## config.mk

```make
export PLATFORM = sky130hd
export DESIGN_NAME = fb_rect_fill
export DESIGN_NICKNAME = d
export VERILOG_FILES = /design/src/rtl/fb_rect_fill.sv
export SDC_FILE = /design/constraint.sdc
export NUM_CORES = 1
export LEC_CHECK = 0
export ABC_AREA = 0
export BUFFER_PORTS_ARGS = -buffer_cell sky130_fd_sc_hd__buf_2
export CORE_ASPECT_RATIO = 1.75
export CORE_MARGIN = 8
export CORE_UTILIZATION = 31
export CTS_CLUSTER_SIZE = 24
export DETAILED_ROUTE_END_ITERATION = 6
export HOLD_SLACK_MARGIN = 0.1
export PLACE_DENSITY_LB_ADDON = 0.25
export SETUP_SLACK_MARGIN = 0.3
export SKIP_CTS_REPAIR_TIMING = 1
export SYNTH_ARGS = -nofsm -noshare
export SYNTH_HDL_FRONTEND = slang
export SYNTH_SLANG_ARGS = --single-unit
```

## constraint.sdc

```tcl
create_clock -name clk -period 5.6 [get_ports clk]
set_input_delay 0.28 -clock clk [delete_from_list [all_inputs] [get_ports clk]]
set_output_delay 0.28 -clock clk [all_outputs]
set_load 0.005 [all_outputs]
```

## src/rtl/fb_rect_fill.sv

```systemverilog
// rtl/fb_rect_fill.sv - rectangle fill command to single-pixel framebuffer write stream
// Clips each rectangle to the screen and emits one row-major pixel write per cycle.
module fb_rect_fill #(
  parameter int WIDTH  = 640,
  parameter int HEIGHT = 480
) (
  input  logic        clk,
  input  logic        rst,
  input  logic        cmd_valid,
  output logic        cmd_ready,
  input  logic [9:0]  cmd_x,
  input  logic [9:0]  cmd_y,
  input  logic [9:0]  cmd_w,
  input  logic [9:0]  cmd_h,
  input  logic [7:0]  cmd_color,
  output logic [18:0] wr_addr,
  output logic [7:0]  wr_data,
  output logic        wr_en,
  output logic        busy,
  output logic        done
);
  localparam logic [10:0] WIDTH_11  = 11'(WIDTH);
  localparam logic [10:0] HEIGHT_11 = 11'(HEIGHT);
  localparam logic [18:0] WIDTH_19  = 19'(WIDTH);

  typedef enum logic [1:0] {S_IDLE, S_SETUP, S_DRAW, S_DONE} state_t;

  state_t      state_q;
  logic [9:0]  x_q, y_q, w_q, h_q;
  logic [7:0]  color_q;
  logic [9:0]  cx_q, cy_q;
  logic [10:0] x_end_q, y_end_q;
  logic [18:0] row_base_q;
  logic [18:0] wr_addr_q;
  logic [7:0]  wr_data_q;
  logic        wr_en_q, busy_q, done_q;

  logic [10:0] x_sum, y_sum, x_end_d, y_end_d;
  logic [18:0] row_base_d, row_next_d, addr_next_d;
  logic [9:0]  cx_d, cy_d;
  logic        empty_rect, last_col, last_row;

  // Clip bounds are exclusive; 11 bits hold x+w without wrapping.
  assign x_sum      = {1'b0, x_q} + {1'b0, w_q};
  assign y_sum      = {1'b0, y_q} + {1'b0, h_q};
  assign x_end_d    = (x_sum > WIDTH_11)  ? WIDTH_11  : x_sum;
  assign y_end_d    = (y_sum > HEIGHT_11) ? HEIGHT_11 : y_sum;
  assign row_base_d = {9'd0, y_q} * WIDTH_19;
  assign empty_rect = (w_q == 10'd0) | (h_q == 10'd0) |
                      ({1'b0, x_q} >= WIDTH_11) | ({1'b0, y_q} >= HEIGHT_11);

  assign last_col    = ({1'b0, cx_q} == (x_end_q - 11'd1));
  assign last_row    = ({1'b0, cy_q} == (y_end_q - 11'd1));
  assign cx_d        = last_col ? x_q : (cx_q + 10'd1);
  assign cy_d        = last_col ? (cy_q + 10'd1) : cy_q;
  assign row_next_d  = last_col ? (row_base_q + WIDTH_19) : row_base_q;
  assign addr_next_d = row_next_d + {9'd0, cx_d};

  assign cmd_ready = (state_q == S_IDLE) & ~rst;
  assign wr_addr   = wr_addr_q;
  assign wr_data   = wr_data_q;
  assign wr_en     = wr_en_q;
  assign busy      = busy_q;
  assign done      = done_q;

  // cx/cy always name the pixel currently presented on the write port.
  always_ff @(posedge clk) begin
    if (rst) begin
      state_q   <= S_IDLE;
      wr_en_q   <= 1'b0;
      wr_addr_q <= '0;
      wr_data_q <= '0;
      busy_q    <= 1'b0;
      done_q    <= 1'b0;
    end else begin
      done_q <= 1'b0;
      case (state_q)
        S_IDLE: begin
          if (cmd_valid) begin
            x_q     <= cmd_x;
            y_q     <= cmd_y;
            w_q     <= cmd_w;
            h_q     <= cmd_h;
            color_q <= cmd_color;
            busy_q  <= 1'b1;
            state_q <= S_SETUP;
          end
        end
        S_SETUP: begin
          x_end_q    <= x_end_d;
          y_end_q    <= y_end_d;
          cx_q       <= x_q;
          cy_q       <= y_q;
          row_base_q <= row_base_d;
          if (empty_rect) begin
            done_q  <= 1'b1;
            state_q <= S_DONE;
          end else begin
            wr_en_q   <= 1'b1;
            wr_addr_q <= row_base_d + {9'd0, x_q};
            wr_data_q <= color_q;
            state_q   <= S_DRAW;
          end
        end
        S_DRAW: begin
          if (last_col && last_row) begin
            wr_en_q <= 1'b0;
            done_q  <= 1'b1;
            state_q <= S_DONE;
          end else begin
            cx_q       <= cx_d;
            cy_q       <= cy_d;
            row_base_q <= row_next_d;
            wr_addr_q  <= addr_next_d;
          end
        end
        S_DONE: begin
          busy_q  <= 1'b0;
          state_q <= S_IDLE;
        end
        default: state_q <= S_IDLE;
      endcase
    end
  end
endmodule

```

==> Word-level counts from Yosys, hierarchy flattened <==
Index checks and enable logic that the tools add are counted.
{ "classes": {"n_addsub": 9, "n_mul": 1, "n_lt_le_gt_ge": 4, "n_eq_ne": 10, "n_mux": 24, "bitwise_logic": 6, "reduce_logical": 15} }
{ "op_table": {"columns": ["cell", "n"], "rows": [
  ["19-bit two-way mux", 4],
  ["19-bit case mux with 2 select lines", 2],
  ["10-bit two-way mux", 4],
  ["10-bit case mux with 2 select lines", 2],
  ["19-bit by 10-bit adder with 19-bit output", 2],
  ["10-bit by 10-bit adder with 11-bit output", 2],
  ["10-bit by 11-bit == test with 1-bit output", 2],
  ["11-bit by 1-bit subtractor with 11-bit output, second input constant", 2],
  ["10-bit by 1-bit adder with 10-bit output, second input constant", 2],
  ["10-bit zero test", 2],
  ["19-bit by 10-bit adder with 19-bit output, second input constant", 1],
  ["10-bit by 3-bit multiplier with 12-bit output, second input constant", 1],
  ["3-bit AND reduction", 4],
  ["11-bit by 10-bit greater-than comparator with 1-bit output, second input constant", 1],
  ["11-bit by 9-bit greater-than comparator with 1-bit output, second input constant", 1],
  ["10-bit >= comparator, second input constant", 1],
  ["10-bit by 9-bit >= comparator with 1-bit output, second input constant", 1],
  ["2-bit inequality test, second input constant", 5],
  ["2-bit case mux with 4 select lines", 1],
  ["2-bit AND reduction", 4],
  ["1-bit two-way mux", 6],
  ["1-bit case mux with 2 select lines", 3],
  ["2-bit == test, second input constant", 2],
  ["2-bit two-way mux", 2],
  ["8 further kinds", 12]
]} }
{ "totals": {"reg_bits": 141, "in_bits": 51, "out_inout_bits": 31, "elab_cells": 85} }

==> Depth between registers and ports, before layout <==
{ "logic_depth": {"depth_word": 6, "ltp_mapped": 20, "ltp_nobuf": 19} }

==> Worst setup path after synthesis <==
Ideal clock, no wire load.
{ "synth_timing": {"path_type": "reg-to-reg", "start": "register x_end_q[0]", "end": "register cy_q[0], enable pin", "setup_ns": 0.344, "arrival_time_ns": 4.354, "required_ns": 5.256, "setup_slack_ns": 0.902, "stages_incl_launch_ff": 11, "n_path_buf": 0, "synth_period_minus_slack_ns": 4.698, "cell_sequence": "edfxtp_1 inv_1 ha_1 or4b_2 o21ai_0 o21ai_1 a31oi_1 nor4_1 and4_1 nor3_1 and2_1"} }
{ "synth_between": {"elab_chain_cells": 5, "elab_cells_between_ends": 6, "classes_between": "add/sub (1); eq/ne (3); reduce/logical (2)"} }
{ "synth_lines": {"columns": ["item", "line", "text"], "rows": [
  ["start, declared", "32", "logic [10:0] x_end_q, y_end_q;"],
  ["start signal, assigned", "90", "x_end_q <= x_end_d;"],
  ["11-bit by 1-bit subtractor with 11-bit output *", "52", "assign last_col = ({1'b0, cx_q} == (x_end_q - 11'd1));"],
  ["10-bit by 11-bit == test with 1-bit output *", "52", null],
  ["1-bit logical AND", "106", "if (last_col && last_row) begin"],
  ["2-bit inequality test (no source line)", null, null],
  ["4-bit AND reduction (no source line) *", null, null],
  ["end signal, assigned", "93", "cy_q <= y_q;"],
  ["end signal, assigned", "112", "cy_q <= cy_d;"],
  ["end, declared", "31", "logic [9:0] cx_q, cy_q;"]
]} }
Every way passes the cells marked *; elsewhere a longest branch is shown, timed or not.
A chain may end at the register's enable or synchronous reset.

==> Worst setup path in the final report <==
{ "layout_timing": {"start": "register x_end_q[0]", "end": "register wr_addr_q[18] (netlist: wr_addr[18])"} }
{ "layout_between": {"elab_chain_cells": 6, "elab_cells_between_ends": 10, "classes_between": "add/sub (2); eq/ne (2); mux (4); reduce/logical (2)"} }
{ "layout_lines": {"columns": ["item", "line", "text"], "rows": [
  ["11-bit by 1-bit subtractor with 11-bit output *", "52", null],
  ["10-bit by 11-bit == test with 1-bit output *", "52", null],
  ["19-bit two-way mux / 10-bit two-way mux (equally long branches)", "56, 54", null],
  ["19-bit by 10-bit adder with 19-bit output", "57", "assign addr_next_d = row_next_d + {9'd0, cx_d};"],
  ["19-bit two-way mux", "106", null],
  ["19-bit case mux with 2 select lines", "77", "case (state_q)"],
  ["end signal, assigned", "100", "wr_addr_q <= row_base_d + {9'd0, x_q};"],
  ["end signal, assigned", "114", "wr_addr_q <= addr_next_d;"],
  ["end, declared", "34", "logic [18:0] wr_addr_q;"]
]} }
Every way passes the cells marked *; elsewhere a longest branch is shown, timed or not. The select of a mux whose other input is x is not followed.

==> report_table.html <==
<table>
<tr><th>Metric</th><th>Value</th></tr>
<tr><th colspan="2">Critical path</th></tr>
<tr><td>Longest individual stage delay on the worst path</td><td>1.04 ns</td></tr>
<tr><td>Arrival time of data at the critical path endpoint</td><td>5.24 ns</td></tr>
<tr><td>Number of buffers and inverters on the critical path</td><td>1</td></tr>
<tr><td>Crit path cell chain</td><td>inv_1 -&gt; ha_1 -&gt; nor4b_2 -&gt; nand3_1 -&gt; o21ai_1 -&gt; a31oi_1 -&gt; nor4_2 -&gt; mux2_2 -&gt; ha_1 -&gt; a21o_1 -&gt; a21oi_1 -&gt; or2_2 -&gt; o32a_1 -&gt; or4b_1 -&gt; nand3_1 -&gt; a211oi_1</td></tr>
<tr><td>Depth of the most critical reg-to-reg path</td><td>16</td></tr>
<tr><td>FF-to-FF Start</td><td>x_end_q[0]</td></tr>
<tr><td>Kind of start point of the critical path</td><td>register</td></tr>
<tr><td>Flop2flop setup slack</td><td>0.65 ns</td></tr>
<tr><td>Cell family with most CP delay</td><td>simple AND/OR/NAND/NOR gates</td></tr>
<tr><td>Crit end category</td><td>register</td></tr>
<tr><td>Highest fanout seen on the critical path</td><td>13</td></tr>
<tr><td>Required time of the critical path</td><td>5.89 ns</td></tr>
<tr><td>Path type of the worst setup path</td><td>register to register</td></tr>
<tr><td>Cell with the biggest individual delay on the critical path</td><td>sky130_fd_sc_hd__nor4_2</td></tr>
<tr><td>R2r endpoint</td><td>wr_addr[18]</td></tr>
<tr><th colspan="2">Yosys</th></tr>
<tr><td>Area of the mapped netlist</td><td>8100 um2</td></tr>
<tr><td>Number of flops mapped to enable cells by yosys</td><td>102</td></tr>
<tr><td>Count of warnings emitted by yosys</td><td>0</td></tr>
<tr><td>Most common cell in the netlist</td><td>sky130_fd_sc_hd__edfxtp_1</td></tr>
<tr><td>Fraction of synthesis flops using an asynchronous set or reset pin</td><td>0</td></tr>
<tr><td>Most frequently used flop master after synthesis</td><td>sky130_fd_sc_hd__edfxtp_1</td></tr>
<tr><td>Syn Area/Cell</td><td>10.3 um2</td></tr>
<tr><td>Cells after synthesis</td><td>789</td></tr>
<tr><td>Total of flip-flops plus latches after synthesis</td><td>134</td></tr>
<tr><td>Post-synthesis sequential area ratio</td><td>0.457</td></tr>
<tr><td>Synth top area cells</td><td>sky130_fd_sc_hd__edfxtp_1 38%, sky130_fd_sc_hd__dfxtp_1 7.9%, sky130_fd_sc_hd__ha_1 7.9%</td></tr>
<tr><td>Post-synthesis cell type count</td><td>68</td></tr>
<tr><td>Area fraction of the dominant cell type after synthesis</td><td>0.378</td></tr>
<tr><td>List of most frequent post-synthesis cells</td><td>102 x sky130_fd_sc_hd__edfxtp_1, 90 x sky130_fd_sc_hd__nor2_1, 51 x sky130_fd_sc_hd__a21oi_1, 51 x sky130_fd_sc_hd__ha_1, 47 x sky130_fd_sc_hd__xnor2_1</td></tr>
<tr><td>Largest area contributor in the netlist</td><td>sky130_fd_sc_hd__edfxtp_1</td></tr>
<tr><th colspan="2">Drt</th></tr>
<tr><td>Post-route ant nets</td><td>0</td></tr>
<tr><td>Detail-routed via count per cell</td><td>5.11</td></tr>
<tr><td>Post-detailed-route wirelength per cell</td><td>17.8 um</td></tr>
<tr><td>Met1 layer wirelength in the final routing</td><td>7880 um</td></tr>
<tr><td>Topmost layer with routed signal wires</td><td>met4</td></tr>
<tr><td>Met2 routed wirelength</td><td>12600 um</td></tr>
<tr><td>Pre-Repair DR Iteration Count</td><td>5</td></tr>
<tr><td>Initial drt markers</td><td>347</td></tr>
<tr><td>Count of vias placed by the detailed router</td><td>6419</td></tr>
<tr><td>Met3 layer wire length in the routed design</td><td>812 um</td></tr>
<tr><td>DRC violation count after routing</td><td>0</td></tr>
<tr><td>Total detailed-routing wirelength</td><td>22300 um</td></tr>
<tr><th colspan="2">Clock network</th></tr>
<tr><td>CTS tree</td><td>yes</td></tr>
<tr><td>Maximum clock insertion buffer count</td><td>2</td></tr>
<tr><td>Clock latency on the worst-skew pair</td><td>0.44 ns</td></tr>
<tr><td>H-tree levels</td><td>4</td></tr>
<tr><td>Clock Sink Count</td><td>134</td></tr>
<tr><td>Buffer type at the clock tree root</td><td>sky130_fd_sc_hd__clkbuf_16</td></tr>
<tr><td>CTS clock-pin slew for the worst setup and hold paths</td><td>0.06 ns</td></tr>
<tr><td>CTS Buf Count</td><td>17</td></tr>
<tr><th colspan="2">Timing</th></tr>
<tr><td>Max Clk Rate</td><td>0.202 GHz</td></tr>
<tr><td>Time the worst path needs with I/O delays and setup</td><td>4.95 ns</td></tr>
<tr><td>Final setup slack of the worst path</td><td>0.653 ns</td></tr>
<tr><td>RSZ-0062 raised after global routing</td><td>false</td></tr>
<tr><td>Slew at the pin with the worst max-slew slack</td><td>1.13 ns</td></tr>
<tr><td>Final total negative setup slack</td><td>0 ns</td></tr>
<tr><td>Clock Skews</td><td>0.00741 ns</td></tr>
<tr><td>Portion of the clock cycle consumed by the worst path in the final layout</td><td>0.883</td></tr>
<tr><td>Final Setup Violations</td><td>0</td></tr>
<tr><td>Fin. max-slew vios</td><td>0</td></tr>
<tr><td>Final hold violations</td><td>0</td></tr>
<tr><td>Worst slew slack as a fraction of its limit</td><td>0.240</td></tr>
<tr><th colspan="2">Global route</th></tr>
<tr><td>Remaining global-route overflow</td><td>0</td></tr>
<tr><td>Pin count of the biggest net entering global routing</td><td>40</td></tr>
<tr><td>Number of antenna violations at the first check in global routing</td><td>0</td></tr>
<tr><td>Wire length of the first global-routing pass</td><td>33700 um</td></tr>
<tr><td>Number of global-route vias before repair</td><td>6402</td></tr>
<tr><td>Overall track demand over capacity in global routing</td><td>0.137</td></tr>
<tr><th colspan="2">Placement</th></tr>
<tr><td>HPWL after DPL</td><td>17000 um</td></tr>
<tr><td>Gpl congestion</td><td>0.897</td></tr>
<tr><td>Port Buf Inserts</td><td>81</td></tr>
<tr><td>Worst setup slack after placement</td><td>0.618 ns</td></tr>
<tr><td>Number of placed cells counting well taps</td><td>1176</td></tr>
<tr><th colspan="2">Floorplan</th></tr>
<tr><td>Initial Util</td><td>0.313</td></tr>
<tr><td>Die Outline Area</td><td>31800 um2</td></tr>
<tr><td>Number of placement rows</td><td>78</td></tr>
<tr><td>Std-Cell Core Area</td><td>25900 um2</td></tr>
<tr><td>Number of ports placed on the die boundary</td><td>82</td></tr>
<tr><td>Die Ht</td><td>230 um</td></tr>
<tr><td>Die span in x</td><td>138 um</td></tr>
<tr><th colspan="2">Power</th></tr>
<tr><td>Overall power after layout</td><td>0.00451 W</td></tr>
<tr><td>Largest vdd supply drop</td><td>301 uV</td></tr>
<tr><td>Pwr Density</td><td>451 nW/um2</td></tr>
<tr><td>Static leakage</td><td>3.88 nW</td></tr>
<tr><th colspan="2">Finish</th></tr>
<tr><td>Area growth from synthesis to layout</td><td>23.3%</td></tr>
<tr><td>Number of standard cells in the layout, taps in and fillers out</td><td>1256</td></tr>
<tr><td>Fraction of final layout cells with drive strength greater than 1</td><td>0.153</td></tr>
<tr><td>Diode insertion count for antenna repair</td><td>0</td></tr>
<tr><td>Finished Core Util</td><td>0.386</td></tr>
<tr><td>Final Net Count</td><td>1030</td></tr>
<tr><th colspan="2">Min path</th></tr>
<tr><td>Worst hold path depth</td><td>4</td></tr>
<tr><td>Class of the worst hold path</td><td>primary input to register</td></tr>
<tr><td>Destination of the worst hold path</td><td>busy</td></tr>
<tr><td>Worst min-delay path startpoint</td><td>cmd_valid</td></tr>
<tr><th colspan="2">Job</th></tr>
<tr><td>Number of maximum-capacitance constraint violations</td><td>0</td></tr>
<tr><th colspan="2">Run status</th></tr>
<tr><td>Run status</td><td>complete, no violations</td></tr>
</table>
-- layer usage --
layer / vias to the layer above / GRT usage
met1: 3060 / 0.121
met3: 52 / 0.0274
met5: - / 0
met4: 0 / 0.0918
met2: 158 / 0.269
li1: 3149 / -
-- state kept, by name, summed over array words and instances (netlist names) --
name and count:
busy 1, color_q 8, cx_q 10, cy_q 10
done 1, h_q 10, row_base_q 12, state_q 2
w_q 10, wr_addr 19, wr_data 8, wr_en 1
x_end_q 11, x_q 10, y_end_q 11, y_q 10
-- cells by family (layout without fill, tap and decap cells) --
logic type | Yosys count | count (layout) | share of synthesized area
compound gates | 154 | 154 | 0.117
xor+xnor | 85 | 85 | 0.0919
fa+ha+maj | 56 | 56 | 0.0911
buf+inv | 53 | 198 | 0.0258
flops | 134 | 134 | 0.457
mux | 30 | 30 | 0.0380
other cells | 1 | 3 | 0.000463
simple gates | 276 | 276 | 0.179
-- worst register-to-register path, cell delays in order, from the launching register on --
cell,delay (ns)
sky130_fd_sc_hd__edfxtp_1,0.43
sky130_fd_sc_hd__inv_1,0.08
sky130_fd_sc_hd__ha_1,0.26
sky130_fd_sc_hd__nor4b_2,0.33
sky130_fd_sc_hd__nand3_1,0.12
sky130_fd_sc_hd__o21ai_1,0.13
sky130_fd_sc_hd__a31oi_1,0.24
sky130_fd_sc_hd__nor4_2,1.04
sky130_fd_sc_hd__mux2_2,0.47
sky130_fd_sc_hd__ha_1,0.28
sky130_fd_sc_hd__a21o_1,0.10
sky130_fd_sc_hd__a21oi_1,0.10
sky130_fd_sc_hd__or2_2,0.31
sky130_fd_sc_hd__o32a_1,0.27
sky130_fd_sc_hd__or4b_1,0.49
sky130_fd_sc_hd__nand3_1,0.09
sky130_fd_sc_hd__a211oi_1,0.06
-- power by group --
group          total [W]  internal (W)  switching, W  leakage, nW
Clock            0.00116      0.000697      0.000460        0.306
Combinational    0.00173      0.000708       0.00102         2.37
Sequential       0.00162       0.00139      0.000227         1.20
-- worst max-delay path by stage --
stage               cells past startpoint  startpoint           to  slack, ns
finish                                 16  x_end_q[0]  wr_addr[18]       0.65
CTS                                    16  x_end_q[0]  wr_addr[18]       0.63
detailed placement                     16  x_end_q[0]  wr_addr[18]       0.62
global route                           16  x_end_q[0]  wr_addr[18]       0.30
floorplan                              10  x_end_q[0]      cy_q[0]       0.90
global placement                       16  x_end_q[0]  wr_addr[18]       0.73
-- area by class of cell --
type	count	area, um2
clock inverter	11	110
timing repair buffer	135	931
multi-input combinational	604	4220
fill	2510	15900
tap	320	400
inverter	31	116
clock buffer	21	504
sequential	134	3700
-- layout by cell type, fill, tap and decap left out, drive strengths merged, types with 21 or more instances in the layout --
cell / netlist / final
xnor2: 47 / 47
a21oi: 51 / 51
dlygate4sd3: 0 / 48
inv: 31 / 35
dfxtp: 32 / 32
nand2: 40 / 40
xor2: 38 / 38
nand3: 27 / 27
nor2: 90 / 90
clkbuf: 15 / 21
edfxtp: 102 / 102
o21ai: 42 / 42
buf: 7 / 87
mux2i: 24 / 24
ha: 51 / 51
-- per-stage QoR --
step / hold WS, ns / area, um2
after floorplan: 0.379 / 8110
after global placement: 0.443 / 8890
after detailed placement: 0.458 / 8890
after CTS: -0.0164 / 9510
after global routing: 0.220 / 9990
final: 0.158 / 9990
Power figures use the tool's default switching activity.
